[config.mk]
export PLATFORM = sky130hd
export DESIGN_NAME = uklad_przerwan
export DESIGN_NICKNAME = d
export VERILOG_FILES = /design/src/rtl/uklad_przerwan_pkg.sv /design/src/rtl/uklad_przerwan_koder.sv /design/src/rtl/uklad_przerwan.sv
export SDC_FILE = /design/constraint.sdc
export NUM_CORES = 1
export LEC_CHECK = 0
export ABC_AREA = 1
export CAP_MARGIN = 40
export CORE_MARGIN = 3
export CORE_UTILIZATION = 41
export CTS_CLUSTER_DIAMETER = 50
export DETAILED_ROUTE_END_ITERATION = 7
export PLACE_DENSITY = 0.78
export SYNTH_ARGS = -nofsm -noshare
export SYNTH_HDL_FRONTEND = slang
export SYNTH_SLANG_ARGS = --single-unit
[constraint.sdc]
create_clock -name clk -period 1.4 [get_ports clk]
set_input_delay 0.35 -clock clk [delete_from_list [all_inputs] [get_ports clk]]
set_output_delay 0.35 -clock clk [all_outputs]
set_load 0.01 [all_outputs]
[src/rtl/uklad_przerwan_pkg.sv]
// Shared types and constants for the uklad_przerwan interrupt controller.
package uklad_przerwan_pkg;

    typedef enum logic [1:0] {
        IDLE    = 2'd0,
        REQ     = 2'd1,
        SERVICE = 2'd2
    } stan_t;

    localparam int N_SRC_DEF = 4;
    localparam int VEC_W_DEF = 3;

    // Source index map; lower index means higher priority
    localparam int SRC_LICZNIK = 0;
    localparam int SRC_1       = 1;
    localparam int SRC_2       = 2;
    localparam int SRC_3       = 3;

endpackage

[src/rtl/uklad_przerwan_koder.sv]
// Combinational priority encoder: reports the lowest set index of elig.
module koder_priorytetu #(
    parameter int N_SRC = 4,
    parameter int VEC_W = 3
) (
    input  logic [N_SRC-1:0] elig,
    output logic [VEC_W-1:0] winner,
    output logic             any
);

    always_comb begin
        winner = '0;
        // Scan downwards so the lowest set index is the last one written
        for (int i = N_SRC - 1; i >= 0; i--) begin
            if (elig[i]) begin
                winner = VEC_W'(i);
            end
        end
        any = |elig;
    end

endmodule

[src/rtl/uklad_przerwan.sv]
// Interrupt controller: edge-detected pending sources, CPU mask, fixed priority
// and a non-nesting req/ack/return handshake with the CPU.
module uklad_przerwan
    import uklad_przerwan_pkg::*;
#(
    parameter int N_SRC = N_SRC_DEF,
    parameter int VEC_W = VEC_W_DEF
) (
    input  logic             clk,
    input  logic             rst,
    input  logic [N_SRC-1:0] irq_src,
    input  logic [7:0]       wartosc,
    input  logic             zapisz_mask,
    input  logic             zapisz_clr,
    output logic             int_req,
    output logic [VEC_W-1:0] int_vec,
    input  logic             int_ack,
    input  logic             int_ret,
    output logic [7:0]       pending_o,
    output logic [7:0]       mask_o,
    output logic             in_service
);

    stan_t            stan, stan_nxt;
    logic [N_SRC-1:0] irq_prev;
    logic [N_SRC-1:0] pending, pend_nxt;
    logic [N_SRC-1:0] mask;
    logic             gie;
    logic [N_SRC-1:0] elig;
    logic [N_SRC-1:0] vec_onehot;
    logic             vec_elig;
    logic [VEC_W-1:0] winner;
    logic             any_elig;
    logic             req_nxt, srv_nxt, ack_take;
    logic [VEC_W-1:0] vec_nxt;
    logic             unused_wr;

    // Bits [6:N_SRC] of the write data have no backing register
    assign unused_wr = ^wartosc;

    assign elig = pending & mask & {N_SRC{gie}};

    koder_priorytetu #(
        .N_SRC (N_SRC),
        .VEC_W (VEC_W)
    ) u_koder (
        .elig   (elig),
        .winner (winner),
        .any    (any_elig)
    );

    always_comb begin
        vec_onehot = '0;
        for (int i = 0; i < N_SRC; i++) begin
            vec_onehot[i] = (int_vec == VEC_W'(i));
        end
        vec_elig = |(elig & vec_onehot);
    end

    always_comb begin
        stan_nxt = stan;
        req_nxt  = int_req;
        vec_nxt  = int_vec;
        srv_nxt  = in_service;
        ack_take = 1'b0;
        case (stan)
            IDLE: begin
                if (any_elig) begin
                    stan_nxt = REQ;
                    req_nxt  = 1'b1;
                    vec_nxt  = winner;
                end
            end
            REQ: begin
                // Ack takes precedence over a simultaneous withdraw
                if (int_ack) begin
                    ack_take = 1'b1;
                    stan_nxt = SERVICE;
                    req_nxt  = 1'b0;
                    srv_nxt  = 1'b1;
                end else if (!vec_elig) begin
                    stan_nxt = IDLE;
                    req_nxt  = 1'b0;
                end
            end
            SERVICE: begin
                if (int_ret) begin
                    stan_nxt = IDLE;
                    srv_nxt  = 1'b0;
                end
            end
            default: begin
                stan_nxt = IDLE;
                req_nxt  = 1'b0;
                srv_nxt  = 1'b0;
            end
        endcase
    end

    always_comb begin
        pend_nxt = pending;
        if (zapisz_clr) begin
            pend_nxt = pend_nxt & ~wartosc[N_SRC-1:0];
        end
        if (ack_take) begin
            pend_nxt = pend_nxt & ~vec_onehot;
        end
        // A fresh edge overrides any clear in the same cycle
        pend_nxt = pend_nxt | (irq_src & ~irq_prev);
    end

    always_ff @(posedge clk or negedge rst) begin
        if (!rst) begin
            stan       <= IDLE;
            irq_prev   <= '0;
            pending    <= '0;
            mask       <= '0;
            gie        <= 1'b0;
            int_req    <= 1'b0;
            int_vec    <= '0;
            in_service <= 1'b0;
        end else begin
            stan       <= stan_nxt;
            irq_prev   <= irq_src;
            pending    <= pend_nxt;
            int_req    <= req_nxt;
            int_vec    <= vec_nxt;
            in_service <= srv_nxt;
            if (zapisz_mask) begin
                mask <= wartosc[N_SRC-1:0];
                gie  <= wartosc[7];
            end
        end
    end

    always_comb begin
        pending_o              = '0;
        pending_o[N_SRC-1:0]   = pending;
        mask_o                 = '0;
        mask_o[N_SRC-1:0]      = mask;
        mask_o[7]              = gie;
    end

endmodule

==> results of run 1 <==
==> worst paths after layout <==
path	endpoint	slack, ns	cells after the start
setup reg to reg	int_vec[0]	0.17	7
min in group clk	pending[0]	0.44	1
setup / recovery	mask_o[1]	0.05	1
hold / removal	pending[2]	0.36	2
hold reg to reg	pending[0]	0.44	1
max in group asynchronous	irq_prev[1]	0.84	2
==> layout make-up <==
cell class	instances	area (µm²)
flip-flops and latches	19	475
clock inverters	1	5.00
repair buffers	36	325
clock buffers	3	22.5
well taps	27	33.8
multi-input cells	67	343
inverters	13	48.8
fillers	176	768
==> logic make-up after synthesis <==
group,after synthesis,synth area share
multiplexers,5,0.0620
buffers and inverters,22,0.128
other,1,0.00413
AND/OR/NAND/NOR,41,0.200
AO/OA/AOI/OAI,13,0.0826
flip-flops,19,0.523
==> metrics by stage <==
stage / instances / setup slack [ns] / setup TNS [ns] / utilization / hold slack [ns]
6_report: 166 / 0.0486 / 0 / 0.620 / 0.363
5_1_grt: 166 / 0.00933 / 0 / 0.620 / 0.366
4_1_cts: 164 / 0.0307 / 0 / 0.611 / 0.373
3_5_place_dp: 155 / -0.141 / -0.846 / 0.587 / 0.422
3_3_place_gp: 155 / -0.115 / -0.583 / 0.587 / 0.404
2_1_floorplan: 108 / 0.374 / 0 / - / 0.0544
==> sequential cells by signal (all words and copies together), names as in the netlist <==
register    cells
int_req         1
stan            2
mask            4
in_service      1
int_vec         2
pending         4
irq_prev        4
gie             1
==> repair_timing <==
item	4_1_cts	5_1_grt
endpoints found under the setup margin	13	4
gates resized for setup	13	3
buffers inserted	5	2
==> routing by layer <==
layer	routed length, µm	part of all wire	global-route usage
met5	0	0	0
met4	67	0.034	0.128
met3	136	0.068	0.0310
met2	979	0.49	0.273
met1	807	0.41	0.201
==> synthesized netlist by cell type (all sizes together) <==
cell type and instances:
nand2 22, dfrtp 19, inv 13, nor2 11
buf 9, o21ai 7, nand3 6, mux2 5
o211ai 4, a21oi 2, nor3 2, conb 1
==> report_power, final <==
part,switching [mW],leakage [nW],internal [mW]
registers,0.0877,0.227,0.674
logic,0.425,0.396,0.352
clock network,0.170,0.0177,0.107
==> cells in the final DEF, fill, tap and decap left out <==
cell | synthesis | layout
nand2_1 | 20 | 20
dfrtp_1 | 19 | 19
clkdlybuf4s50_1 | 0 | 14
inv_1 | 13 | 13
nor2_1 | 10 | 10
dlygate4sd2_1 | 0 | 10
buf_4 | 9 | 9
conb_1 | 1 | 8
o21ai_0 | 6 | 6
nand3_1 | 5 | 5
mux2_2 | 5 | 5
o211ai_1 | 4 | 4
clkbuf_4 | 0 | 3
clkdlybuf4s15_1 | 0 | 3
a21oi_1 | 2 | 2
nand2_2 | 2 | 2
nor3_1 | 2 | 2
nand3_2 | 1 | 1
nor2_4 | 1 | 1
o21ai_1 | 1 | 1
clkinv_2 | 0 | 1
==> summary.md, run 1 <==
| Metric | Value |
|---|---|
| Run status | finished, final reports clean |
| ANT cells | 0 |
| P per Cell Area | 1450 nW/µm² |
| Yosys reg bits | 19 |
| Max incr delay on CP | 0.41 ns |
| CTS Hold Bufs | 0 |
| Post-DP HPWL | 1490 µm |
| Clock Latency Late Sink | 0.30 ns |
| Largest delay share family, worst path | flip-flops |
| Top Ports | 39 |
| Crit path cell chain | dlygate4sd2_1 |
| CTS Root Buffer Type | clkbuf_4 |
| Worst setup path start | mask[1] |
| Average wire per standard cell | 12.0 µm |
| Max Slew Vio Count | 0 |
| Gr usage total | 0.170 |
| Global-route wire length before repair | 3400 µm |
| Avg Cell Area, Syn | 8.99 µm² |
| Yosys top cell area share | 0.523 |
| Pleak | 0.641 nW |
| Layout cells sized above 1 | 0.158 |
| Gpl congestion | 0.803 |
| DP Area | 1190 µm² |
| 1st-iter DRT viols | 2 |
| Core ar. | 2020 µm² |
| Detailed Route WL | 1990 µm |
| HP Class | in2async |
| Cell Rows | 16 |
| Area grow syn2layout | 38.0% |
| Vias per std cell | 4.86 |
| Setup CP Type | reg2out |
| CTS tree | done |
| Die Wd | 53.1 µm |
| Clock-pin transition on the worst setup and hold timing paths | 0.11 ns |
| Seq/Total Area, Yosys | 0.523 |
| Ranking of synthesized cells by area | dfrtp_1, nand2_1, buf_4 |
| Fin nets | 158 |
| Number of global-route vias before repair | 820 |
| Worst Skew | 0.00346 ns |
| Routed vias | 807 |
| Post-synthesis cell type count | 16 |
| TritonCTS Sinks | 19 |
| Tcrit/Tclk final | 0.965 |
| Total CTS buffers | 3 |
| Max Buffers Root-to-Sink | 2 |
| Final instance area | 1250 µm² |
| Port Buffer Count | 27 |
| Synthesized instance count | 101 |
| Worst endpoint data arrival time | 1.00 ns |
| Largest net degree at the start of global routing | 20 |
| Crit-path max FO | 3 |
| Crit end category | output port |
| Mapped cell area | 908 µm² |
| Final Hold Fails | 0 |
| Min cycle time layout | 1.35 ns |
| Critical path buffers and inverters | 1 |
| VDD IR max | 0.000991 V |
| Drt drc | 0 |
| Pre-antenna DRT Iters | 4 |
| Area leader, netlist | dfrtp_1 |
| CP startpoint kind | flop |
| Htree depth | 1 |
| Fmax | 0.740 GHz |
| Reg2Reg Launch Point | gie |
| Antenna violations before repair | 0 |
| Critical Path Slowest Stage Cell | dfrtp_1 |
| Die area | 2820 µm² |
| Max-Cap Viols | 0 |
| Die Ht | 53.1 µm |
| Starting Density | 0.449 |
| Total grt overflow | 0 |
| Post-route ant nets | 0 |
| RSZ-0062 raised after global routing | no |
| Total power | 1.82 mW |
| Final setup viols | 0 |
| Yosys warns | 0 |
| Worst path required time | 1.05 ns |
(Power assumes the default switching activity.)
==> run 2: changes to the inputs <==
- CORE_UTILIZATION: 41 -> 40
- PLACE_DENSITY: 0.78 -> 0.75
- SETUP_SLACK_MARGIN: not set -> 0.15
- SYNTH_HIERARCHICAL: not set -> 1
==> run 2 against run 1 <==
Setup slack worse by 0.026 ns. Power up 6.9%. Sequential power up 6.0%. First-iteration DRC count rose to 3.0 times the previous value. Critical path depth up 8. Clock skew down 0.0022 ns. Clock power down 7.2%. Highest routed layer unchanged. Non-clock buffer count up 10. Critical path type is now reg2reg. Global-route usage down 0.45 points. Flip-flop and latch count up 1. Largest cell class unchanged.
==> summary.md, run 2 <==
| Metric | Value |
|---|---|
| Run status | finished, final reports clean |
| Pre-antenna DRT Iters | 4 |
| Yosys warns | 6 |
| Most frequent cells in the layout | dfrtp_1, buf_4, nand2_1, clkdlybuf4s50_1, buf_2 |
| Port Buffer Count | 28 |
| Total power | 1.94 mW |
| Top FF cell, synth | dfrtp_1 |
| Drt drc | 0 |
| Worst Skew | 0.00122 ns |
| Largest net degree at the start of global routing | 21 |
| Non-Filler Instances | 181 |
| Total grt overflow | 0 |
| Top Ports | 39 |
| Setup Slack @ Placement | -0.166 ns |
| Area grow syn2layout | 44.0% |
| HP Class | in2async |
| Detailed Route WL | 2210 µm |
| Fin Setup TNS | 0 ns |
| Placed insts | 164 |
| Core ar. | 2250 µm² |
| Yosys top cell area share | 0.519 |
| Die area | 3030 µm² |
| P per Cell Area | 1400 nW/µm² |
| VDD IR max | 0.000882 V |
| Worst setup path start | gie |
| Starting Density | 0.427 |
| Die Ht | 55.1 µm |
| CTS tree | done |
| Final setup viols | 0 |
| 1st-iter DRT viols | 6 |
| Gr usage total | 0.166 |
| Clock Latency Late Sink | 0.29 ns |
| Routed vias | 874 |
| Yosys reg bits | 20 |
| TritonCTS Sinks | 20 |
| Post-route setup slack | 0.0227 ns |
| Global-route wire length before repair | 3580 µm |
| Commonest non-fill, non-tap cell in the layout | dfrtp_1 |
| Post-synth top cells | dfrtp_1, inv_1, nand2_1, buf_4, nor2_1 |
| Total CTS buffers | 3 |
| RSZ-0062 raised after global routing | yes |
| Layout cells sized above 1 | 0.405 |
| CP startpoint kind | flop |
| Crit end category | flop |
| Max Buffers Root-to-Sink | 2 |
| Worst endpoint data arrival time | 1.60 ns |
| Top Registers | irq_prev: 4 flops, mask: 4 flops, pending: 4 flops |
| Area leader, netlist | dfrtp_1 |
| Crit-path max FO | 5 |
| Final instance area | 1390 µm² |
| Min cycle time layout | 1.38 ns |
| Vias per std cell | 4.83 |
| Clock-pin transition on the worst setup and hold timing paths | 0.10 ns |
| Post-DP HPWL | 1520 µm |
| FILL cells | 201 |
| Pleak | 0.690 nW |
| Max-Cap Viols | 0 |
| Mapped cell area | 963 µm² |
| Die Wd | 55.1 µm |
| DP Area | 1270 µm² |
| CTS Hold Bufs | 0 |
| CTS Root Buffer Type | clkbuf_4 |
| Avg Cell Area, Syn | 9.00 µm² |
| Gpl congestion | 0.747 |
| Setup CP Type | reg2reg |
| Tcrit/Tclk final | 0.984 |
| Reg2Reg Launch Point | gie |
| Seq/Total Area, Yosys | 0.519 |
| Post-route ant nets | 0 |
| ANT cells | 0 |
| Worst path required time | 1.62 ns |
| Number of global-route vias before repair | 854 |
| Fin nets | 173 |
| Post-synth EDFFs | 0 |
| Fmax | 0.726 GHz |
| Htree depth | 1 |
| Max Slew Vio Count | 0 |
| Synthesized instance count | 107 |
| Final Hold Fails | 0 |
| Ranking of synthesized cells by area | dfrtp_1, buf_4, mux2_2 |
| Most common cell in the netlist | dfrtp_1 |
| Async SR Flop Fraction | 1.00 |
| Cell Rows | 17 |
| Antenna violations before repair | 0 |
| Post-synthesis cell type count | 17 |
| Average wire per standard cell | 12.2 µm |
==> run 2: worst paths after layout <==
check,cells past startpoint,end,slack (ns)
min reg2reg,1,pending[0],0.42
max in group asynchronous,2,pending[3],0.82
max reg2reg,9,int_vec[1],0.02
min,2,mask[0],0.38
min in group clk,1,pending[0],0.42
max,9,int_vec[1],0.02
==> run 2: cells by family after synthesis <==
group,synth area share
muxes,0.0701
DFF,0.519
AOI/OAI and AO/OA,0.0909
other,0.00780
and+or+nand+nor,0.168
buffers and inverters,0.144
==> run 2: what timing repair did <==
| action | CTS | global route |
|---|---|---|
| resized for setup | 69 | 7 |
| pin swaps | 3 | 2 |
| buffers inserted | 10 | 4 |
| setup endpoints to repair | 20 | 11 |
==> run 2: power breakdown <==
part	total [mW]	switching, mW	internal [mW]
Sequential	0.807	0.0952	0.711
Combinational	0.876	0.456	0.421
Clock	0.257	0.157	0.100
Total	1.94	0.708	1.23
==> run 2: area by class of cell <==
class                   instances  area [µm²]  area share
repair buffers                 46         353       0.254
inverters                      19        73.8      0.0532
well taps                      28        35.0      0.0252
clock buffers                   3        22.5      0.0162
flip-flops and latches         20         500       0.361
multi-input cells              65         403       0.290
==> run 2: worst max-delay path, cell delays in order (launching register included) <==
cell and delay (ns):
dfrtp_1 0.38, buf_6 0.15, nand3_4 0.08, inv_2 0.08, inv_2 0.04, buf_4 0.12
buf_4 0.12, a21oi_2 0.15, nor2_2 0.06, a21oi_1 0.13
==> run 2: per-layer routing <==
layer	share of wire	vias to the layer above	wire [µm]	global-route usage
met5	0	-	0	0
met3	0.049	4	109	0.0295
li1	-	419	-	-
met2	0.54	32	1200	0.299
met4	0.012	0	26	0.0769
met1	0.40	419	881	0.188
==> run 2: per-stage QoR <==
step,hold slack (ns),utilization
finish,0.379,0.615
detailed placement,0.412,0.562
CTS,0.379,0.598
global placement,0.401,0.562
global route,0.390,0.615
floorplan,0.0544,-
